## src/rtl/call_return_ctrl.sv

```systemverilog
// Sequencer between the CPU's CALL/RET instructions and an 8-bit hardware stack:
// pushes/pops the return address, then strobes a PC load with the destination.
module call_return_ctrl #(
  parameter int DEPTH = 255
) (
  input  logic       clk,
  input  logic       rst,
  input  logic       CALL,
  input  logic       RET,
  input  logic [7:0] TARGET,
  input  logic [7:0] RET_ADDR,
  input  logic       CLR_ERR,
  input  logic [7:0] STACK_OUT,
  output logic       PUSH,
  output logic       POP,
  output logic [7:0] VALUE,
  output logic       PC_LOAD,
  output logic [7:0] PC_VALUE,
  output logic       BUSY,
  output logic       OVERFLOW,
  output logic       UNDERFLOW,
  output logic [7:0] COUNT
);

  localparam logic [7:0] DEPTH_C = 8'(DEPTH);

  typedef enum logic [2:0] {IDLE, PUSH_RA, JUMP, POP_RA, RETURN} state_t;

  state_t     state_q, state_d;
  logic [7:0] count_q, count_d;
  logic [7:0] tgt_q, tgt_d;
  logic [7:0] ra_q, ra_d;
  logic [7:0] pc_q, pc_d;
  logic       ovf_q, ovf_d;
  logic       unf_q, unf_d;
  logic       ovf_set, unf_set;

  always_comb begin
    state_d = state_q;
    count_d = count_q;
    tgt_d   = tgt_q;
    ra_d    = ra_q;
    pc_d    = pc_q;
    ovf_set = 1'b0;
    unf_set = 1'b0;
    case (state_q)
      IDLE: begin
        // CALL wins over a simultaneous RET; the RET is simply dropped.
        if (CALL) begin
          if (count_q < DEPTH_C) begin
            tgt_d   = TARGET;
            ra_d    = RET_ADDR;
            state_d = PUSH_RA;
          end else begin
            ovf_set = 1'b1;
          end
        end else if (RET) begin
          if (count_q != 8'd0) state_d = POP_RA;
          else                 unf_set = 1'b1;
        end
      end
      PUSH_RA: begin
        count_d = count_q + 8'd1;
        pc_d    = tgt_q;
        state_d = JUMP;
      end
      JUMP:    state_d = IDLE;
      POP_RA: begin
        // STACK_OUT is only valid while POP is high, so capture it here.
        count_d = count_q - 8'd1;
        pc_d    = STACK_OUT;
        state_d = RETURN;
      end
      RETURN:  state_d = IDLE;
      default: state_d = IDLE;
    endcase
    ovf_d = ovf_set | (ovf_q & ~CLR_ERR);
    unf_d = unf_set | (unf_q & ~CLR_ERR);
  end

  always_ff @(posedge clk or negedge rst) begin
    if (!rst) begin
      state_q <= IDLE;
      count_q <= 8'd0;
      tgt_q   <= 8'd0;
      ra_q    <= 8'd0;
      pc_q    <= 8'd0;
      ovf_q   <= 1'b0;
      unf_q   <= 1'b0;
    end else begin
      state_q <= state_d;
      count_q <= count_d;
      tgt_q   <= tgt_d;
      ra_q    <= ra_d;
      pc_q    <= pc_d;
      ovf_q   <= ovf_d;
      unf_q   <= unf_d;
    end
  end

  assign PUSH      = (state_q == PUSH_RA);
  assign POP       = (state_q == POP_RA);
  assign VALUE     = PUSH ? ra_q : 8'h00;
  assign PC_LOAD   = (state_q == JUMP) || (state_q == RETURN);
  assign PC_VALUE  = pc_q;
  assign BUSY      = (state_q != IDLE);
  assign OVERFLOW  = ovf_q;
  assign UNDERFLOW = unf_q;
  assign COUNT     = count_q;

endmodule
```

## config.mk

```make
export PLATFORM = sky130hd
export DESIGN_NAME = call_return_ctrl
export DESIGN_NICKNAME = d
export VERILOG_FILES = /design/src/rtl/call_return_ctrl.sv
export SDC_FILE = /design/constraint.sdc
export NUM_CORES = 1
export LEC_CHECK = 0
export BUFFER_PORTS_ARGS = -buffer_cell sky130_fd_sc_hd__buf_2
export CORE_UTILIZATION = 55
export CTS_CLUSTER_SIZE = 24
export DETAILED_ROUTE_END_ITERATION = 8
export PLACE_DENSITY = 0.85
export SKIP_CTS_REPAIR_TIMING = 1
export SLEW_MARGIN = 10
export SYNTH_ARGS = -nofsm -noshare
export SYNTH_HDL_FRONTEND = slang
export SYNTH_SLANG_ARGS = --single-unit
```

## constraint.sdc

```tcl
create_clock -name clk -period 5.7 [get_ports clk]
set_input_delay 0 -clock clk [delete_from_list [all_inputs] [get_ports clk]]
set_output_delay 0 -clock clk [all_outputs]
set_load 0.05 [all_outputs]
```

======== Word level (Yosys, flattened, before mapping) ========
Cells that the tools add are included.
cells by class
  order comparisons ....................... 1
  $add $sub $neg .......................... 2
  multiplexer cells ....................... 15
  eq/ne operators ......................... 7
  reductions and logical operators ........ 7
  bitwise gates (word level) .............. 5
operators by type and width
  cell                                                  count
  one-hot mux 8 bit (2 select lines)                    2
  two-way mux 3 bit                                     4
  != test 3 bit (second input constant)                 3
  one-hot mux 3 bit (3 select lines)                    1
  adder 8 x 1 -> 8 bit (second input constant)          1
  less-than comparator 8 bit (second input constant)    1
  two-way mux 8 bit                                     1
  nonzero test 8 bit                                    1
  subtractor 8 x 1 -> 8 bit (second input constant)     1
  two-way mux 1 bit                                     7
  equality test 3 x 2 -> 1 bit (second input constant)  2
  AND reduction 3 bit                                   2
  equality test 3 x 1 -> 1 bit (second input constant)  1
  equality test 3 bit (second input constant)           1
  zero test 3 bit                                       1
  nonzero test 3 bit                                    1
  bitwise AND 1 bit                                     2
  OR 1 bit                                              2
  nonzero test 2 bit                                    1
  logical OR 1 bit                                      1
  inverter 1 bit                                        1
storage, ports and cells
  bits of input ports ..................... 29
  logic and storage cells ................. 44
  output and inout port bits .............. 30
  bits in registers ....................... 37

======== Longest topological paths before layout ========
Gate-level depths: netlist of run 1.
  depth after elaboration ................. 6
  depth in mapped cells ................... 10
  mapped depth without buffers ............ 10

======== Least setup slack after synthesis of run 1 ========
OpenSTA, ideal clock, no wires.
  path kind ............................... reg2reg
  start ................................... reg state_q[0]
  end ..................................... reg count_q[7] (netlist: COUNT[7])
  cell stages (with the launch flop) ...... 10
  setup time .............................. 0.142 ns
  path buffers ............................ 0
  data arrival time ....................... 2.282 ns
  data required time ...................... 5.558 ns
  setup slack ............................. 3.276 ns
  period minus slack after synthesis ...... 2.424 ns
  path through ............................ dfrtp_1 -> inv_1 -> nor2_1 -> nand2_1 -> inv_1 -> ha_1 -> a21oi_1 -> o211ai_1 -> o311a_1 -> xnor2_1
between the ends
  cells in the longest elaborated chain, start to end .. 2
  elaborated cells on any way between the ends .. 4
  classes of those cells .................. eq/ne: 2; mux: 1; reduce/logical: 1
RTL lines
  item                                                                             RTL line  text
  start, declared                                                                  29        state_t state_q, state_d;
  start signal, assigned                                                           91        state_q <= state_d;
  equality test 3 x 2 -> 1 bit *                                                   --
  via POP                                                                          15        output logic POP,
  one-hot mux 8 bit (2 select lines) / nonzero test 2 bit (equally long branches)  --
  end signal, assigned                                                             92        count_q <= count_d;
  end, declared                                                                    30        logic [7:0] count_q, count_d;
Mark *: on every way through the listed nets, which the timed path passes. The rest lies on a longest branch.
A chain may end at the register's enable or synchronous reset.

======== Worst setup path in the final report of run 1 ========
  start ................................... reg state_q[1]
  end ..................................... reg count_q[7] (netlist: COUNT[7])
between the ends
  cells in the longest elaborated chain, start to end .. 2
  elaborated cells on any way between the ends .. 4
  classes of those cells .................. eq/ne: 2; mux: 1; reduce/logical: 1
RTL lines
  item                                                                                 RTL line  text
  equality test 3 x 2 -> 1 bit / equality test 3 x 1 -> 1 bit (equally long branches)  46        case (state_q)
  one-hot mux 8 bit (2 select lines) / nonzero test 2 bit (equally long branches)      --
Several ways; a longest one is shown, not always the timed one.

==> results.md, run 1 <==
* Die W at 60.96 um
* Hold Crit Start: STACK_OUT[3]
* Least-Margin Pin Slew at 930.6 ps
* Area Overhead vs Synth at 31.94%
* Crit path max fanout at 16
* Sequential cell area fraction in the yosys report at 0.4843
* Max H-tree Level at 2
* Leak pwr at 1.282 nW
* Failing checks: hold timing
* Setup TNS at 0 ps
* Drt pass-1 iters at 4
* Maximum clock rate at 378.8 MHz
* Hold crit path type: input pin to flip-flop
* Relative slew margins at 0.3796
* Gr usage total at 0.2157
* Area fraction in compound gates after synthesis at 0.1034
* Setup violators final at 0
* Port Buffers at 58
* Vias in the first global route at 1335
* Endpoints failing hold at 3
* Initial core utilization at 0.5729
* Reg clk slew, reported paths at 100 ps
* Clock buffer depth at 2
* Slew Limit Fails at 0
* CTS sink cnt at 37
* Setup Skew at 6.458 ps
* R2R Path Start: state_q[1]
* Worst Setup SP: state_q[1]
* Post-DP HPWL at 2640 um
* Post-synthesis mux area share at 0.1558
* WL final at 4252 um
* Area of the core at 3337 um2
* Antenna diodes at 0
* Simple-Gate Fraction of Synth Area at 0.1387
* # rows at 21
* Crit. End Element: flip-flop
* Placer Congestion at 0.9035
* Wire length of the first global-routing pass at 5651 um
* NumNets Final at 292
* Worst skew pair latency at 330 ps
* Nature of the critical path startpoint: flip-flop
* YS warnings at 0
* Post-synthesis register bit count at 37
* Max-cap viol count at 0
* Antenna violations before repair at 0
* Post-DRT Antenna Nets at 0
* Status: finished, violations left
* Post-Syn Area at 1912 um2
* Vias after detailed routing at 1563
* CTS tree: yes
* Fin Hold WS at -34.45 ps
* P per Cell Area at 589.3 nW/um2
* Adder-Cell Fraction of Synth Area at 0.04974
* DRT iter0 DRCs at 67
* Critical path class: flip-flop to flip-flop
* Post-DR vias/cell at 5.193
* Cts bufs inserted at 5
* Unrepaired setup endpoints after global routing: false
* Peak VDD IR at 312.5 uV
* Main combinational cell family by area after synthesis: multiplexers
* Post-synth top area cell: dfrtp_1
* Largest net degree at the start of global routing at 38
* Post-Synth XOR/XNOR Area at 0.02749
* Tmin final at 2640 ps
* Mapped Nets at 207
* Synth area leaders: dfrtp_1, mux2_4, mux2i_1
* Syn_area_per_cell at 11.18 um2
* DRC Markers at 0
* Average wire per standard cell at 14.13 um
* Crit share post-route at 0.4631
* Cells after Synth at 171
* DIE HEIGHT at 60.96 um
* Clock root buffer: clkbuf_4
* Yosys top cell area share at 0.4843
* Yosys cell types at 35
* Die area at 3716 um2
* Grt ovf at 0
* Share of layout cells above drive strength 1 at 0.3373
* Req. time, crit path at 5930 ps
* CP arrival at 2870 ps
* IO Count at 59
[per-layer routing]
metal / wire length, um / track usage / part of all wire / up-vias
li1: - / - / - / 770
met1: 1806 / 0.2827 / 0.42 / 729
met2: 2211 / 0.3359 / 0.52 / 57
met3: 188 / 0.05117 / 0.044 / 7
met4: 46 / 0.1104 / 0.011 / 0
met5: 0 / 0 / 0 / -
[report_power, final]
| part | internal [mW] | switching, mW | total, mW |
|---|---|---|---|
| clock | 0.0428 | 0.0782 | 0.121 |
| combinational | 0.305 | 0.573 | 0.878 |
| sequential | 0.385 | 0.103 | 0.488 |
[cell type report]
cell class              instances  area (um2)
inverters                      10       37.54
fillers                       240       814.5
well taps                      46       57.56
clock inverters                 1       5.005
clock buffers                   5       37.54
multi-input cells             118       908.4
flip-flops and latches         37       925.9
repair buffers                 84       550.5
[flip-flops by register name, summed over array words and instances (netlist names)]
name       count
ra_q           8
UNDERFLOW      1
OVERFLOW       1
COUNT          8
tgt_q          8
PC_VALUE       8
state_q        3
[per-stage QoR]
step	total power [mW]	utilization	instance area, um2	worst slack [ps]	std cells
6_report	1.487	0.7559	2522	3060	301
4_1_cts	1.473	0.6779	2262	3095	275
2_1_floorplan	1.184	-	1912	3276	171
3_3_place_gp	1.332	0.6652	2220	3202	269
3_5_place_dp	1.353	0.6652	2220	3094	269
5_1_grt	1.592	0.7559	2522	2834	301
[cells in the final DEF, fill, tap and decap left out, types with 3 or more instances in the layout]
| cell | n |
|---|---|
| buf_2 | 58 |
| dfrtp_1 | 37 |
| dlygate4sd3_1 | 26 |
| nand2_1 | 21 |
| o21ai_0 | 14 |
| mux2_4 | 10 |
| inv_1 | 8 |
| and2_1 | 8 |
| mux2i_1 | 8 |
| mux2_2 | 6 |
| ha_1 | 6 |
| clkbuf_4 | 5 |
| nor2_1 | 4 |
| xnor2_1 | 4 |
| a21oi_1 | 4 |
| nand3_1 | 3 |
[synthesized netlist by cell type, drive strengths merged]
cell and instances:
xnor2 4, o22ai 2, clkbuf 4, nand2b 2, mux2i 8, o21ai 14, o31ai 2, nor3 3
a211o 2, dfrtp 37, a211oi 2, buf 2, or4 1, o311a 1, nor2 4, nand3b 2
nand4 2, mux2 16, a21o 1, o211ai 2, a21oi 4, nand3 4, ha 6, o21a 2
nand2 21, xor2 2, inv 10, fa 1, nor4 2, and2 8
[cell families (layout without fill, tap and decap cells)]
kind of cell,count (synthesis),count (layout)
multiplexers,24,24
adder cells (fa/ha/maj),7,7
AND/OR/NAND/NOR,49,49
AO/OA/AOI/OAI,32,32
flip-flops,37,37
XOR/XNOR,6,6
buffers and inverters,16,100
[worst paths after layout]
check / slack [ps] / cells past startpoint / end
worst max-delay path: 3060 / 7 / COUNT[7]
worst min-delay path: -30 / 3 / PC_VALUE[3]
worst max register to register: 3060 / 7 / COUNT[7]
worst min register to register: 480 / 2 / PC_VALUE[3]
max in group asynchronous: 4910 / 2 / COUNT[2]
min in group asynchronous: 280 / 2 / COUNT[1]
[critical path, stage by stage, from the launching register on]
cell and delay [ps]:
dfrtp_1 810, nand2_1 280, inv_1 270, ha_1 280
a21oi_1 200, o211ai_1 200, o311a_1 380, xnor2_1 120
(Power assumes the default switching activity.)
==> run 2, diff against run 1 <==
Settings changed: ABC_AREA set to 1, CORE_UTILIZATION 55 to 51, PLACE_DENSITY 0.85 to 0.79.
Clock period 5.7 ns to 2.71 ns, I/O delays scaled along.
==> results.md, run 2 <==
* Number of synthesized flops with an enable pin at 0 (unchanged)
* Synth cell count leaders: nand2_1, inv_1, dfrtp_1
* Final Instance Count excl. Fillers at 378 (+26%)
* CTS tree: yes
* Wire length of the first global-routing pass at 6927 um (+23%)
* Cts bufs inserted at 5 (unchanged)
* Critical path class: flip-flop to flip-flop
* Reg2Reg Setup Slack at 380 ps (-2680 ps)
* Port Buffers at 58 (unchanged)
* Tmin final at 2334 ps (-305.7 ps)
* Multi-input gate area at 842.1 um2 (-7.3%)
* Endpoints failing hold at 1 (-2)
* Count leader, synth: nand2_1
* Die area at 4134 um2 (+11%)
* Post-Syn Area at 1979 um2 (+3.5%)
* Seq pwr share at 0.291 (-0.037)
* YS warnings at 0 (unchanged)
* R2R Path Start: state_q[2]
* Switching Share at 0.5465 (+0.03947)
* Post-synthesis register bit count at 37 (unchanged)
* Max H-tree Level at 2 (unchanged)
* Initial core utilization at 0.5366 (-0.03629)
* Setup violators final at 0 (unchanged)
* Clock buffer depth at 2 (unchanged)
* Share of layout cells above drive strength 1 at 0.2545 (-0.08271)
* Reg clk slew, reported paths at 80 ps (-20 ps)
* Most common cell after layout, fill and taps aside: nand2_1
* Area Overhead vs Synth at 32.36%
* R2R Path End: COUNT[6]
* Failing checks: hold timing
* Crit path max fanout at 15 (-1)
* DRC Markers at 0 (unchanged)
* Asr flop ratio synth at 1.000 (unchanged)
* Leak pwr at 1.484 nW (+16%)
* Placed cell count at 345 (+28%)
* Post-DP HPWL at 2944 um (+12%)
* Placer Congestion at 0.8513 (-5.8%)
* Gate power share at 0.590 (about the same)
* WL final at 4757 um (+12%)
* NumNets Final at 365 (+25%)
* Clock root buffer: clkbuf_8
* Post-route core utilization at 0.7103 (-0.04559)
* Yosys cell types at 29 (-17%)
* Commonest non-fill, non-tap cells in the layout: nand2_1, buf_2, inv_1
* Setup Skew at 5.413 ps (-1.045 ps)
* Relative slew margins at 0.4153 (+0.03573)
* Die W at 64.30 um (+5.5%)
* Average wire per standard cell at 12.58 um (-11%)
* # rows at 22 (+4.8%)
* Maximum clock rate at 428.4 MHz (+13%)
* Yosys top cell area share at 0.4678 (-0.01653)
* Max-cap viol count at 0 (unchanged)
* Nature of the critical path startpoint: flip-flop
* CTS sink cnt at 37 (unchanged)
* IO Count at 59 (unchanged)
* Crit. End Element: flip-flop
* Antenna violations before repair at 0 (unchanged)
* Clk pwr share at 0.118 (+0.037)
* Sw power at 1.834 mW (+140%)
* Sequential cell area fraction in the yosys report at 0.4678 (-0.01653)
* Worst skew pair latency at 280 ps (-50 ps)
* Crit share post-route at 0.8613 (+0.3982)
* Least-Margin Pin Slew at 873.7 ps (-56.90 ps)
* Gr usage total at 0.2167 (+0.001030)
* DRT iter0 DRCs at 80 (+19%)
* Seq. cell area at 925.9 um2 (unchanged)
* Fin Hold WS at -10.45 ps (+24.00 ps)
* Req. time, crit path at 2890 ps (-3040 ps)
* Post-DR vias/cell at 4.974 (-4.2%)
* Hold Crit Start: RET_ADDR[7]
* Ys flop type: dfrtp_1
* DIE HEIGHT at 64.30 um (+5.5%)
* Hold Path Depth at 3 (unchanged)
* FF-to-FF path depth at 9 (+2)
* Vias after detailed routing at 1880 (+20%)
* Largest net degree at the start of global routing at 38 (unchanged)
* Vias in the first global route at 1586 (+19%)
* Grt ovf at 0 (unchanged)
* Status: finished, violations left
* Mapped Nets at 280 (+35%)
* Peak VDD IR at 641.5 uV (+110%)
* Setup TNS at 0 ps (unchanged)
* Area of the core at 3689 um2 (+11%)
* Cells after Synth at 244 (+43%)
* Fillers at 285 (+19%)
* CP arrival at 2510 ps (-360 ps)
* Drt pass-1 iters at 5 (+1)
* Post-synth top area cell: dfrtp_1
* Slew Limit Fails at 0 (unchanged)
* Synth area leaders: dfrtp_1, nand2_1, inv_1
* Post-DRT Antenna Nets at 0 (unchanged)
* P per Cell Area at 1281 nW/um2 (+120%)
* Antenna diodes at 0 (unchanged)
* Syn_area_per_cell at 8.112 um2 (-27%)
* P_int at 1.522 mW (+110%)
* Hold Path End: ra_q[7]
* Unrepaired setup endpoints after global routing: false
* Hold crit path type: input pin to flip-flop
## run 2: cell types whose count changed after synthesis, sizes merged, moves of 4 or more
cell,delta
nand2,+43
inv,+30
nor2,+25
mux2,-16
nand3,+16
a21oi,+8
and2,-8
mux2i,-8
clkbuf,-4
xnor2,-4
## run 2: cell families (layout without fill, tap and decap cells)
logic type | count (synthesis) | in the layout | synth area share
simple gates | 123 | 123 | 0.2712
fa+ha+maj | 7 | 7 | 0.04804
flops | 37 | 37 | 0.4678
compound gates | 30 | 30 | 0.1018
xor+xnor | 1 | 1 | 0.004426
buf+inv | 46 | 132 | 0.1068
## run 2: power by group through the flow
stage	Clock (mW)	Combinational [mW]	Sequential, mW
6_report	0.397	1.98	0.978
5_1_grt	0.431	2.15	1.01
4_1_cts	0.396	1.94	0.971
3_5_place_dp	0	1.94	0.978
3_3_place_gp	0	1.90	0.967
2_1_floorplan	0	1.22	1.31
## run 2: how the worst max path moves through the flow
stage | slack [ps] | cells past startpoint | from | end
floorplan | 320 | 7 | state_q[0] | COUNT[3]
global placement | 510 | 8 | state_q[0] | COUNT[6]
detailed placement | 400 | 8 | state_q[1] | COUNT[6]
CTS | 390 | 8 | state_q[1] | COUNT[6]
global route | 250 | 9 | state_q[1] | COUNT[7]
finish | 380 | 9 | state_q[2] | COUNT[6]
## run 2: stage by stage
step / hold WS, ps / setup slack [ps] / cell area (um2) / power [mW]
final: -10.45 / 375.9 / 2620 / 3.357
after CTS: -174.8 / 388.8 / 2370 / 3.308
after detailed placement: 134.4 / 398.1 / 2280 / 2.914
after global routing: 3.836 / 252.5 / 2620 / 3.593
after floorplan: -295.6 / 315.1 / 1979 / 2.537
after global placement: 141.3 / 505.2 / 2280 / 2.870
## run 2: worst max-delay path, stage by stage (launching register included)
cell      delay, ps
dfrtp_1         410
inv_2            60
nand3_1         170
clkinv_1        450
ha_1            500
or2_2           320
nand3b_1        120
nand3_1          70
nand3_1          80
nand2_1          50
## run 2: metal layers
metal	vias up	track usage	part of all wire
met5	-	0	0
met4	0	0.06944	0.0057
met3	6	0.04821	0.037
met2	56	0.3632	0.54
met1	884	0.2766	0.42
li1	934	-	-
## run 2: area by class of cell
| type | instances | area share |
|---|---|---|
| clock buffers | 5 | 0.02627 |
| clock inverters | 3 | 0.008118 |
| inverters | 41 | 0.06160 |
| multi-input cells | 161 | 0.3214 |
| flip-flops and latches | 37 | 0.3534 |
| well taps | 48 | 0.02292 |
| repair buffers | 83 | 0.2063 |
